File: config.mk
export PLATFORM = sky130hd
export DESIGN_NAME = lsu_byte_sequencer
export DESIGN_NICKNAME = d
export VERILOG_FILES = /design/src/rtl/lsu_byte_sequencer.sv
export SDC_FILE = /design/constraint.sdc
export NUM_CORES = 1
export LEC_CHECK = 0
export CORE_MARGIN = 2
export CORE_UTILIZATION = 53
export CTS_CLUSTER_DIAMETER = 200
export CTS_CLUSTER_SIZE = 28
export DETAILED_ROUTE_END_ITERATION = 8
export HOLD_SLACK_MARGIN = 0.05
export MAX_ROUTING_LAYER = met4
export PLACE_DENSITY = 0.81
export REMOVE_ABC_BUFFERS = 1
export SETUP_SLACK_MARGIN = 0.3
export SLEW_MARGIN = 20
export SYNTH_ARGS = -nofsm -noshare
export SYNTH_HDL_FRONTEND = slang
export SYNTH_SLANG_ARGS = --single-unit
File: constraint.sdc
create_clock -name Clk -period 3.3 [get_ports Clk]
set_input_delay 0.99 -clock Clk [delete_from_list [all_inputs] [get_ports Clk]]
set_output_delay 0.99 -clock Clk [all_outputs]
set_load 0.01 [all_outputs]
File: src/rtl/lsu_byte_sequencer.sv
// Byte-serial load/store sequencer: splits byte/halfword/word accesses into byte-wide memory cycles.
// Optional `LSU_MISALIGN_CHECK_EN rejects misaligned halfword/word requests instead of splitting them.
module lsu_byte_sequencer #(
  parameter int unsigned ADDR_W = 8
) (
  input  logic              Clk,
  input  logic              n_Rst,
  input  logic              req_valid,
  output logic              req_ready,
  input  logic              req_we,
  input  logic [1:0]        req_size,
  input  logic              req_unsigned,
  input  logic [ADDR_W-1:0] req_addr,
  input  logic [31:0]       req_wdata,
  output logic              rsp_valid,
  output logic [31:0]       rsp_rdata,
  output logic              rsp_err,
  output logic              mem_we,
  output logic [ADDR_W-1:0] mem_a,
  output logic [7:0]        mem_wd,
  input  logic [7:0]        mem_rd
);

  typedef enum logic [1:0] {IDLE, ACCESS, RESP} state_t;

  state_t      state;
  logic [1:0]  cnt;
  logic [1:0]  size_q;
  logic        we_q;
  logic        uns_q;
  logic [31:0] wdata_q;
  logic [31:0] ld_buf;

  logic        illegal_c;
  logic [1:0]  last_c;
  logic [31:0] ld_raw_c;
  logic [31:0] ld_ext_c;

  // Request legality, evaluated on the incoming request at the acceptance edge
  always_comb begin
    illegal_c = (req_size == 2'b11);
`ifdef LSU_MISALIGN_CHECK_EN
    if (req_size == 2'b01 && req_addr[0]) illegal_c = 1'b1;
    if (req_size == 2'b10 && req_addr[1:0] != 2'b00) illegal_c = 1'b1;
`endif
  end

  // Index of the final byte, plus the load word with the byte arriving this cycle merged in
  always_comb begin
    case (size_q)
      2'b00:   last_c = 2'd0;
      2'b01:   last_c = 2'd1;
      default: last_c = 2'd3;
    endcase
    ld_raw_c = ld_buf;
    ld_raw_c[{cnt, 3'b000} +: 8] = mem_rd;
    case (size_q)
      2'b00:   ld_ext_c = uns_q ? {24'h0, ld_raw_c[7:0]}  : {{24{ld_raw_c[7]}}, ld_raw_c[7:0]};
      2'b01:   ld_ext_c = uns_q ? {16'h0, ld_raw_c[15:0]} : {{16{ld_raw_c[15]}}, ld_raw_c[15:0]};
      default: ld_ext_c = ld_raw_c;
    endcase
  end

  // Memory-port outputs are registered one step ahead so each ACCESS cycle presents its own byte
  always_ff @(posedge Clk or negedge n_Rst) begin
    if (!n_Rst) begin
      state     <= IDLE;
      cnt       <= 2'd0;
      size_q    <= 2'b00;
      we_q      <= 1'b0;
      uns_q     <= 1'b0;
      wdata_q   <= 32'h0;
      ld_buf    <= 32'h0;
      req_ready <= 1'b1;
      rsp_valid <= 1'b0;
      rsp_rdata <= 32'h0;
      rsp_err   <= 1'b0;
      mem_we    <= 1'b0;
      mem_a     <= '0;
      mem_wd    <= 8'h0;
    end else begin
      case (state)
        IDLE: begin
          if (req_valid) begin
            req_ready <= 1'b0;
            size_q    <= req_size;
            we_q      <= req_we;
            uns_q     <= req_unsigned;
            ld_buf    <= 32'h0;
            cnt       <= 2'd0;
            if (illegal_c) begin
              state     <= RESP;
              rsp_valid <= 1'b1;
              rsp_err   <= 1'b1;
              rsp_rdata <= 32'h0;
              wdata_q   <= 32'h0;
            end else begin
              state   <= ACCESS;
              mem_a   <= req_addr;
              mem_we  <= req_we;
              mem_wd  <= req_we ? req_wdata[7:0] : 8'h0;
              wdata_q <= req_wdata >> 8;
            end
          end
        end
        ACCESS: begin
          if (!we_q) ld_buf <= ld_raw_c;
          if (cnt == last_c) begin
            state     <= RESP;
            mem_we    <= 1'b0;
            mem_wd    <= 8'h0;
            mem_a     <= '0;
            rsp_valid <= 1'b1;
            rsp_err   <= 1'b0;
            rsp_rdata <= we_q ? 32'h0 : ld_ext_c;
          end else begin
            cnt     <= cnt + 2'd1;
            mem_a   <= mem_a + ADDR_W'(1);
            mem_wd  <= we_q ? wdata_q[7:0] : 8'h0;
            wdata_q <= wdata_q >> 8;
          end
        end
        RESP: begin
          state     <= IDLE;
          req_ready <= 1'b1;
          rsp_valid <= 1'b0;
          rsp_err   <= 1'b0;
          rsp_rdata <= 32'h0;
        end
        default: state <= IDLE;
      endcase
    end
  end

endmodule

==> results.toml, run 1 <==
[run_status]
outcome = "finished, final reports clean"

[timing]
fmax_ghz = 0.364
drv_slew = 0
tns_ns = 0
report.final.hold_viol_count = 0
worst_pin_slew_ns = 0.832
rsz0062_at_grt = "false"
setup_ws_ns = 0.550
fin_skew_ns = 0.00998
min_period_ns = 2.75
min_period_over_period = 0.833
final-setup-viol-count = 0
max-slew-margin-rel = 0.437

[detailed_routing]
drtPass1Iterations = 5
avgViaCountPerCell = 6.01
drtIter0Drc = 311
postRouteAntennaNets = 0
wl_per_cell_um = 18.4
drcViolationCount = 0
vias = 4798
wl_um = 14700

[run]
drv_cap = 0

[placement]
gp_congestion = 0.847
port_buffers = 106
dp_hpwl_um = 9790
pre_cts_slack_ns = 0.344

[power_and_ir_drop]
ir_worst_vdd_mv = 0.641
power.density_nw_per_um2 = 826
power.leakage_nw = 3.32

[worst_setup_path]
worstSetupEndpointType = "flop"
cpMostUsedCell = "inv_1"
startpoint_type = "flop"
critPathBufInv = 3
critPathMaxStageDelay_ns = 0.58
crit_type = "reg -> reg"
crit_fanout = 27
crit_required_ns = 3.75
crit_family = "buffers and inverters"
crit_path_cell_trace = "inv_1, ha_1, inv_1, a211o_2, nand3_2, buf_4, mux2i_1"
cp_slowest_cell = "ha_1"
rrSetupSlack_ns = 0.55
crit_arrival_ns = 3.20

[grt]
grt_pass1_vias = 4610
grt_overflow_total = 0
grt_pass1_wl_um = 23400
grt_max_degree = 72
antenna_found_initial = 0
grtUsageTotal = 0.269

[layout]
fillers = 788
seq_area_um2 = 2900
finalNetCount = 712
multi_input_area_um2 = 2640
drive_gt1_frac = 0.124
area_growth_pct = 29.7
antennaDiodeCount = 0

[clock_network]
cts_resized = 0
htreeDepth = 4
cts-root-buf = "clkbuf_8"
clkSlewWorstSetupHoldPaths_ns = 0.06
clock-sinks = 116
clock_path_buffers = 2
clk_latency_ns = 0.53
post_cts_buffers = 0
cts_buffers = 17
cts.hold.buffers_added = 0
cts_tree = "yes"

[synth]
avgSynthCellArea_um2 = 10.6
ys_ff_latch = 116
synthTopCellsByCount = "dfrtp_1 (115), nand2_1 (86), o21ai_0 (48), nor2b_1 (28), a21oi_1 (24)"
yosysMostFrequentCell = "dfrtp_1"
synth.area.top_cells = "dfrtp_1 (50%), nand2_1 (5.6%), o21ai_0 (4.2%)"
syn-instance-count = 544
yosysTopAreaCellShare = 0.498
syn_area_um2 = 5780
synth_ff_type = "dfrtp_1"
yosysSeqAreaShare = 0.502
synth_edf_count = 0
synth_cell_type_count = 59
yosys.area.top_type = "dfrtp_1"
yosys_warnings = 0
postSynth.asyncResetShare = 1.00

[floorplan]
die_h_um = 108
coreArea_um2 = 10700
dieArea_um2 = 11800
dieWidth_um = 108
pin_count = 107
start_util = 0.538
row_count = 38

[worst_hold_path]
hold_path.class = "in -> async"
==> power breakdown <==
part | internal (mW) | switching, mW | leakage [nW] | total, mW
combinational | 1.07 | 1.26 | 1.51 | 2.33
sequential | 1.78 | 0.316 | 1.54 | 2.10
clock | 1.16 | 0.603 | 0.271 | 1.77
total | 4.02 | 2.18 | 3.32 | 6.19
==> cell families after synthesis <==
family                   Yosys count  synth area share
XOR/XNOR                           1           0.00282
AND/OR/NAND/NOR                  175             0.159
adder cells (fa/ha/maj)           10            0.0216
buffers and inverters             48            0.0424
multiplexers                      31            0.0667
flip-flops                       116             0.502
AO/OA/AOI/OAI                    163             0.205
==> cells in the final DEF, fill, tap and decap left out, drive strengths merged, types with 8 or more instances in the layout <==
cell	count
nand2	87
mux2	27
a221o	14
nor2b	28
o21ai	54
a21oi	25
a32o	16
nor4bb	8
inv	11
buf	16
a22o	16
ha	10
dfrtp	115
a221oi	8
clkbuf	26
and3	11
clkdlybuf4s50	105
o2bb2ai	9
nor2	17
==> path summary, 6_finish.rpt <==
kind	from	to	depth (start not counted)
worst max-delay path	state[1]	rsp_valid	7
worst min-delay path	n_Rst	ld_buf[3]	2
worst max register to register	state[1]	rsp_valid	7
worst min register to register	ld_buf[5]	ld_buf[5]	2
max in group asynchronous	n_Rst	rsp_rdata[17]	2
min in group Clk	ld_buf[5]	ld_buf[5]	2
==> stage by stage <==
| stage | instances | utilization | hold slack (ns) | cell area (um^2) | power (mW) |
|---|---|---|---|---|---|
| 5_1_grt | 799 | 0.698 | 0.482 | 7500 | 6.52 |
| 4_1_cts | 799 | 0.698 | 0.475 | 7500 | 6.19 |
| 2_1_floorplan | 507 | - | 0.442 | 5580 | 3.49 |
| 3_5_place_dp | 768 | 0.646 | 0.464 | 6940 | 4.41 |
| 6_report | 799 | 0.698 | 0.466 | 7500 | 6.19 |
| 3_3_place_gp | 768 | 0.645 | 0.454 | 6930 | 4.31 |
==> routing by layer <==
metal / routed length [um] / track usage / vias to the layer above
met5: 0 / - / -
met4: 275 / 0.110 / 0
met3: 932 / 0.0681 / 26
met2: 7090 / 0.404 / 186
met1: 6370 / 0.350 / 2396
li1: - / - / 2190
==> cell type report <==
type | instances | area share
multi-input combinational | 380 | 0.352
sequential | 116 | 0.387
clock inverter | 5 | 0.0133
clock buffer | 26 | 0.0611
timing repair buffer | 121 | 0.158
tap | 140 | 0.0234
inverter | 11 | 0.00551
==> registers in the layout, summed over array words and instances, names as in the netlist <==
signal     count
rsp_valid      1
size_q         2
state          2
rsp_rdata     32
we_q           1
cnt            2
req_ready      1
uns_q          1
ld_buf        32
mem_a          8
mem_we         1
wdata_q       24
rsp_err        1
mem_wd         8
(Power assumes the default switching activity.)
==> run 2, diff against run 1 <==
==> constraint.sdc (replaced) <==
create_clock -name Clk -period 2.6 [get_ports Clk]
set_input_delay 0.78 -clock Clk [delete_from_list [all_inputs] [get_ports Clk]]
set_output_delay 0.78 -clock Clk [all_outputs]
set_load 0.01 [all_outputs]
==> run 2 against run 1 <==
Against the previous run:
- die area is the same
- global-route usage grew 1.2 points
- wire length rose by 5.1%
- via count grew 1.8%
- clock power rose by 27%
- combinational power is 44% higher
- register-to-register slack worse by 0.18 ns
- sequential power is 23% higher
- count of clock-buffer cells in the layout did not move
- highest routed layer unchanged
==> results.toml, run 2 (synthesis results as in run 1) <==
[run_status]
outcome = "finished, final reports clean"

[clock_network]
cts_buffers = 17
cts_tree = "yes"
htreeDepth = 4
cts.hold.buffers_added = 0
clock_path_buffers = 2
cts-root-buf = "clkbuf_8"
clock-sinks = 116
clkSlewWorstSetupHoldPaths_ns = 0.05
clk_latency_ns = 0.52

[timing]
whs_ns = 0.222
report.final.hold_viol_count = 0
min_period_over_period = 0.872
fmax_ghz = 0.441
rsz0062_at_grt = "true"
fin_skew_ns = 0.00801
final-setup-viol-count = 0
min_period_ns = 2.27
drv_slew = 0
worst_pin_slew_ns = 0.576
max-slew-margin-rel = 0.615

[placement]
placed_cells = 787
dp_hpwl_um = 10500
placed_area_um2 = 7150
port_buffers = 106
gp_congestion = 0.870

[grt]
grt_pass1_wl_um = 24600
grt_overflow_total = 0
grtUsageTotal = 0.280
antenna_found_initial = 0
grt_max_degree = 49
grt_pass1_vias = 4969

[detailed_routing]
drtPass1Iterations = 8
postRouteAntennaNets = 0
drcViolationCount = 0
drtIter0Drc = 508
avgViaCountPerCell = 5.95
wl_um = 15400
vias = 4883
wl_per_cell_um = 18.8

[floorplan]
coreArea_um2 = 10700
dieWidth_um = 108
die_h_um = 108
row_count = 38
dieArea_um2 = 11800
pin_count = 107
start_util = 0.538

[power_and_ir_drop]
power.leakage_nw = 3.47
clockPowerShare = 0.274
seqPwrFrac = 0.316
ir_worst_vdd_mv = 0.687
combPwrFrac = 0.410
power.density_nw_per_um2 = 1050
p_int_mw = 5.31
power_switching_mw = 2.87
swShare = 0.351

[layout]
design_area_um2 = 7770
finalNetCount = 734
area_growth_pct = 34.5
final_cell_mix = "dfrtp_1 (115), clkdlybuf4s50_1 (101), nand2_1 (86)"
drive_gt1_frac = 0.162
fin_util = 0.723
reg_top3 = "ld_buf: 32 flops, rsp_rdata: 32 flops, wdata_q: 24 flops"
mostFrequentLayoutCell = "dfrtp_1"
instances_no_fill = 820
antennaDiodeCount = 0

[run]
drv_cap = 0

[worst_setup_path]
timing.rr.start = "state[0]"
crit_arrival_ns = 1.49
reg2reg_depth = 8
crit_fanout = 2
crit_family = "buffers and inverters"
worstSetupEndpointType = "output pin"
cp_slowest_cell = "clkdlybuf4s50_1"
startpoint_type = "flop"
critPathMaxStageDelay_ns = 0.59
crit_required_ns = 1.82
rr_endpoint = "rsp_rdata[29]"
critPathBufInv = 1
crit_type = "reg -> out"
rrSetupSlack_ns = 0.37
crit_path_cell_trace = "clkdlybuf4s50_1"

[worst_hold_path]
hold_path.class = "in -> async"
==> run 2: cell count changes in the layout (fill, tap and decap cells not counted), moves of 4 or more <==
| cell | delta |
|---|---|
| dlygate4sd2_1 | +4 |
| clkbuf_1 | -4 |
| buf_12 | +5 |
| clkbuf_8 | +4 |
| clkdlybuf4s50_1 | -4 |
| buf_4 | +17 |
==> run 2: timing repair <==
action / in CTS / in global routing
setup endpoints to repair: 17 / 50
setup buffers: 3 / 0
resized for setup: 6 / 4
==> run 2: layer usage <==
metal,share of wire,vias to the layer above,routed length [um],global-route usage
met2,0.50,185,7720,0.439
met4,0.027,0,419,0.125
met5,0,-,0,-
li1,-,2232,-,-
met1,0.42,2427,6470,0.354
met3,0.052,39,797,0.0555
==> run 2: worst max-delay path by stage <==
stage	startpoint	to	slack, ns	cells past startpoint
finish	rsp_rdata[26]	rsp_rdata[26]	0.33	1
global route	state[0]	rsp_rdata[29]	0.29	8
CTS	state[0]	rsp_rdata[29]	0.31	8
detailed placement	req_size[0]	rsp_rdata[21]	-0.02	6
global placement	req_size[0]	rsp_rdata[25]	0.02	6
floorplan	state[1]	rsp_rdata[0]	-0.43	6
==> run 2: power by group through the flow <==
stage	clock, mW	combinational (mW)	sequential (mW)
after floorplan	0	1.78	2.66
after global placement	0	3.13	2.58
after detailed placement	0	3.24	2.61
after CTS	2.27	3.32	2.57
after global routing	2.34	3.61	2.63
final	2.24	3.35	2.58
==> run 2: layout make-up <==
class	instances	area, um^2
Inverter	11	41.3
Multi-Input combinational cell	380	2680
Timing Repair Buffer	143	1410
Clock inverter	4	70.1
Tap cell	140	175
Fill cell	766	2970
Clock buffer	26	498
Sequential cell	116	2900
==> run 2: stage by stage <==
| stage | total power [mW] | TNS, ns | setup WS, ns |
|---|---|---|---|
| global placement | 5.71 | 0 | 0.0151 |
| finish | 8.18 | 0 | 0.333 |
| CTS | 8.16 | 0 | 0.313 |
| global route | 8.58 | 0 | 0.287 |
| detailed placement | 5.85 | -0.0709 | -0.0201 |
| floorplan | 4.43 | -11.62 | -0.429 |
==> run 3, diff against run 2 <==
--- a/config.mk
+++ b/config.mk
@@ -19,3 +19,4 @@
 export SYNTH_ARGS = -nofsm -noshare
 export SYNTH_HDL_FRONTEND = slang
 export SYNTH_SLANG_ARGS = --single-unit
+export TNS_END_PERCENT = 50
==> run 3 against run 2 <==
Against the previous run:
- total power is essentially flat
- flip-flop and latch count stayed put
- wire length shrank 0.15%
- clock power is essentially flat
- critical path depth is the same
- fmax is 1.2% lower
- final area shrank 0.13%
- highest routed layer unchanged
- count of clock-buffer cells in the layout unchanged
==> results.toml, run 3 (synthesis results as in run 1) <==
[power_and_ir_drop]
seqPwrFrac = 0.317
power_switching_mw = 2.87
clockPowerShare = 0.274
p_int_mw = 5.30
power.density_nw_per_um2 = 1050
swShare = 0.351
combPwrFrac = 0.409
ir_worst_vdd_mv = 0.651
power.leakage_nw = 3.46
power_mw = 8.17

[timing]
min_period_over_period = 0.882
worst_pin_slew_ns = 0.582
report.final.hold_viol_count = 0
min_period_ns = 2.29
fin_skew_ns = 0.00735
max-slew-margin-rel = 0.611
drv_slew = 0
final-setup-viol-count = 0
fmax_ghz = 0.436
rsz0062_at_grt = "true"

[grt]
grtUsageTotal = 0.279
grt_pass1_vias = 4922
grt_max_degree = 49
busiest_layer = "met2"
gr-usage-met3 = 0.0549
antenna_found_initial = 0
grt_overflow_total = 0
grt_use_met2 = 0.441
grt_pass1_wl_um = 24500
use_met1 = 0.352

[run]
drv_cap = 0

[detailed_routing]
drtPass1Iterations = 6
wl_um = 15400
postRouteAntennaNets = 0
drcViolationCount = 0
drtIter0Drc = 431
wl_per_cell_um = 18.8
avgViaCountPerCell = 5.97
vias = 4888

[worst_hold_path]
hold_path.class = "in -> async"

[worst_setup_path]
crit_path_cell_trace = "clkdlybuf4s50_1"
worstSetupEndpointType = "output pin"
startpoint_type = "flop"
reg2reg_depth = 8
crit_arrival_ns = 1.51
critPathBufInv = 1
crit_required_ns = 1.82
rr_endpoint = "rsp_rdata[29]"
crit_family = "buffers and inverters"
rrSetupSlack_ns = 0.37
critPathLaunch = "mem_a[0]"
timing.rr.start = "state[0]"
crit_type = "reg -> out"
crit_fanout = 6
cp_slowest_cell = "clkdlybuf4s50_1"
critPathMaxStageDelay_ns = 0.57

[layout]
drive_gt1_frac = 0.159
finalNetCount = 732
area_growth_pct = 34.3
mostFrequentLayoutCell = "dfrtp_1"
fin_util = 0.722
reg_top3 = "ld_buf: 32 flops, rsp_rdata: 32 flops, wdata_q: 24 flops"
final_cell_mix = "dfrtp_1 (115), clkdlybuf4s50_1 (103), nand2_1 (86)"
design_area_um2 = 7760

[floorplan]
start_util = 0.538
row_count = 38
dieArea_um2 = 11800
die_h_um = 108
coreArea_um2 = 10700
dieWidth_um = 108
pin_count = 107

[clock_network]
clk_latency_ns = 0.52
clkSlewWorstSetupHoldPaths_ns = 0.05
htreeDepth = 4
cts.hold.buffers_added = 0
clock-sinks = 116
cts_buffers = 17
cts-root-buf = "clkbuf_8"
clock_path_buffers = 2
cts_tree = "yes"

[placement]
placed_area_um2 = 7150
port_buffers = 106
gp_congestion = 0.870
dp_hpwl_um = 10500

[run_status]
outcome = "finished, final reports clean"
-- run 3: cell count changes in the layout (fill, tap and decap cells not counted) --
| cell | delta |
|---|---|
| buf_4 | -2 |
| diode_2 | +1 |
| clkdlybuf4s50_1 | +2 |
| dlygate4sd2_1 | -2 |
-- run 3: area by class of cell --
type | instances | area [um^2]
fillers | 762 | 2980
flip-flops and latches | 116 | 2900
multi-input cells | 380 | 2680
repair buffers | 141 | 1390
clock buffers | 26 | 498
well taps | 140 | 175
clock inverters | 4 | 70.1
inverters | 11 | 41.3
diodes | 1 | 2.50
-- run 3: what timing repair did --
item,in CTS,in global routing
setup buffers,1,0
setup endpoints to repair,17,54
resized for setup,4,4
-- run 3: how the worst max path moves through the flow --
stage / depth (start not counted) / endpoint / slack (ns)
after floorplan: 6 / rsp_rdata[0] / -0.43
after global placement: 6 / rsp_rdata[25] / 0.02
after detailed placement: 6 / rsp_rdata[21] / -0.02
after CTS: 1 / mem_a[5] / 0.28
after global routing: 1 / mem_a[5] / 0.26
final: 1 / mem_a[0] / 0.31
-- run 3: metrics by stage --
stage | std cells | setup slack [ns] | setup TNS (ns) | hold slack [ns]
2_1_floorplan | 507 | -0.429 | -11.62 | 0.442
3_3_place_gp | 787 | 0.0151 | 0 | 0.454
3_5_place_dp | 787 | -0.0201 | -0.0709 | 0.466
4_1_cts | 818 | 0.277 | 0 | 0.221
5_1_grt | 818 | 0.257 | 0 | 0.251
6_report | 819 | 0.306 | 0 | 0.224
-- run 3: layer usage --
layer | part of all wire | wire, um | up-vias
li1 | - | - | 2231
met1 | 0.42 | 6440 | 2429
met2 | 0.51 | 7770 | 200
met3 | 0.053 | 818 | 28
met4 | 0.023 | 356 | 0
met5 | 0 | 0 | -
-- run 3: power groups by stage --
| stage | clock [mW] | combinational (mW) | sequential (mW) |
|---|---|---|---|
| 2_1_floorplan | 0 | 1.78 | 2.66 |
| 3_3_place_gp | 0 | 3.13 | 2.58 |
| 3_5_place_dp | 0 | 3.24 | 2.61 |
| 4_1_cts | 2.27 | 3.30 | 2.59 |
| 5_1_grt | 2.34 | 3.59 | 2.64 |
| 6_report | 2.24 | 3.34 | 2.59 |
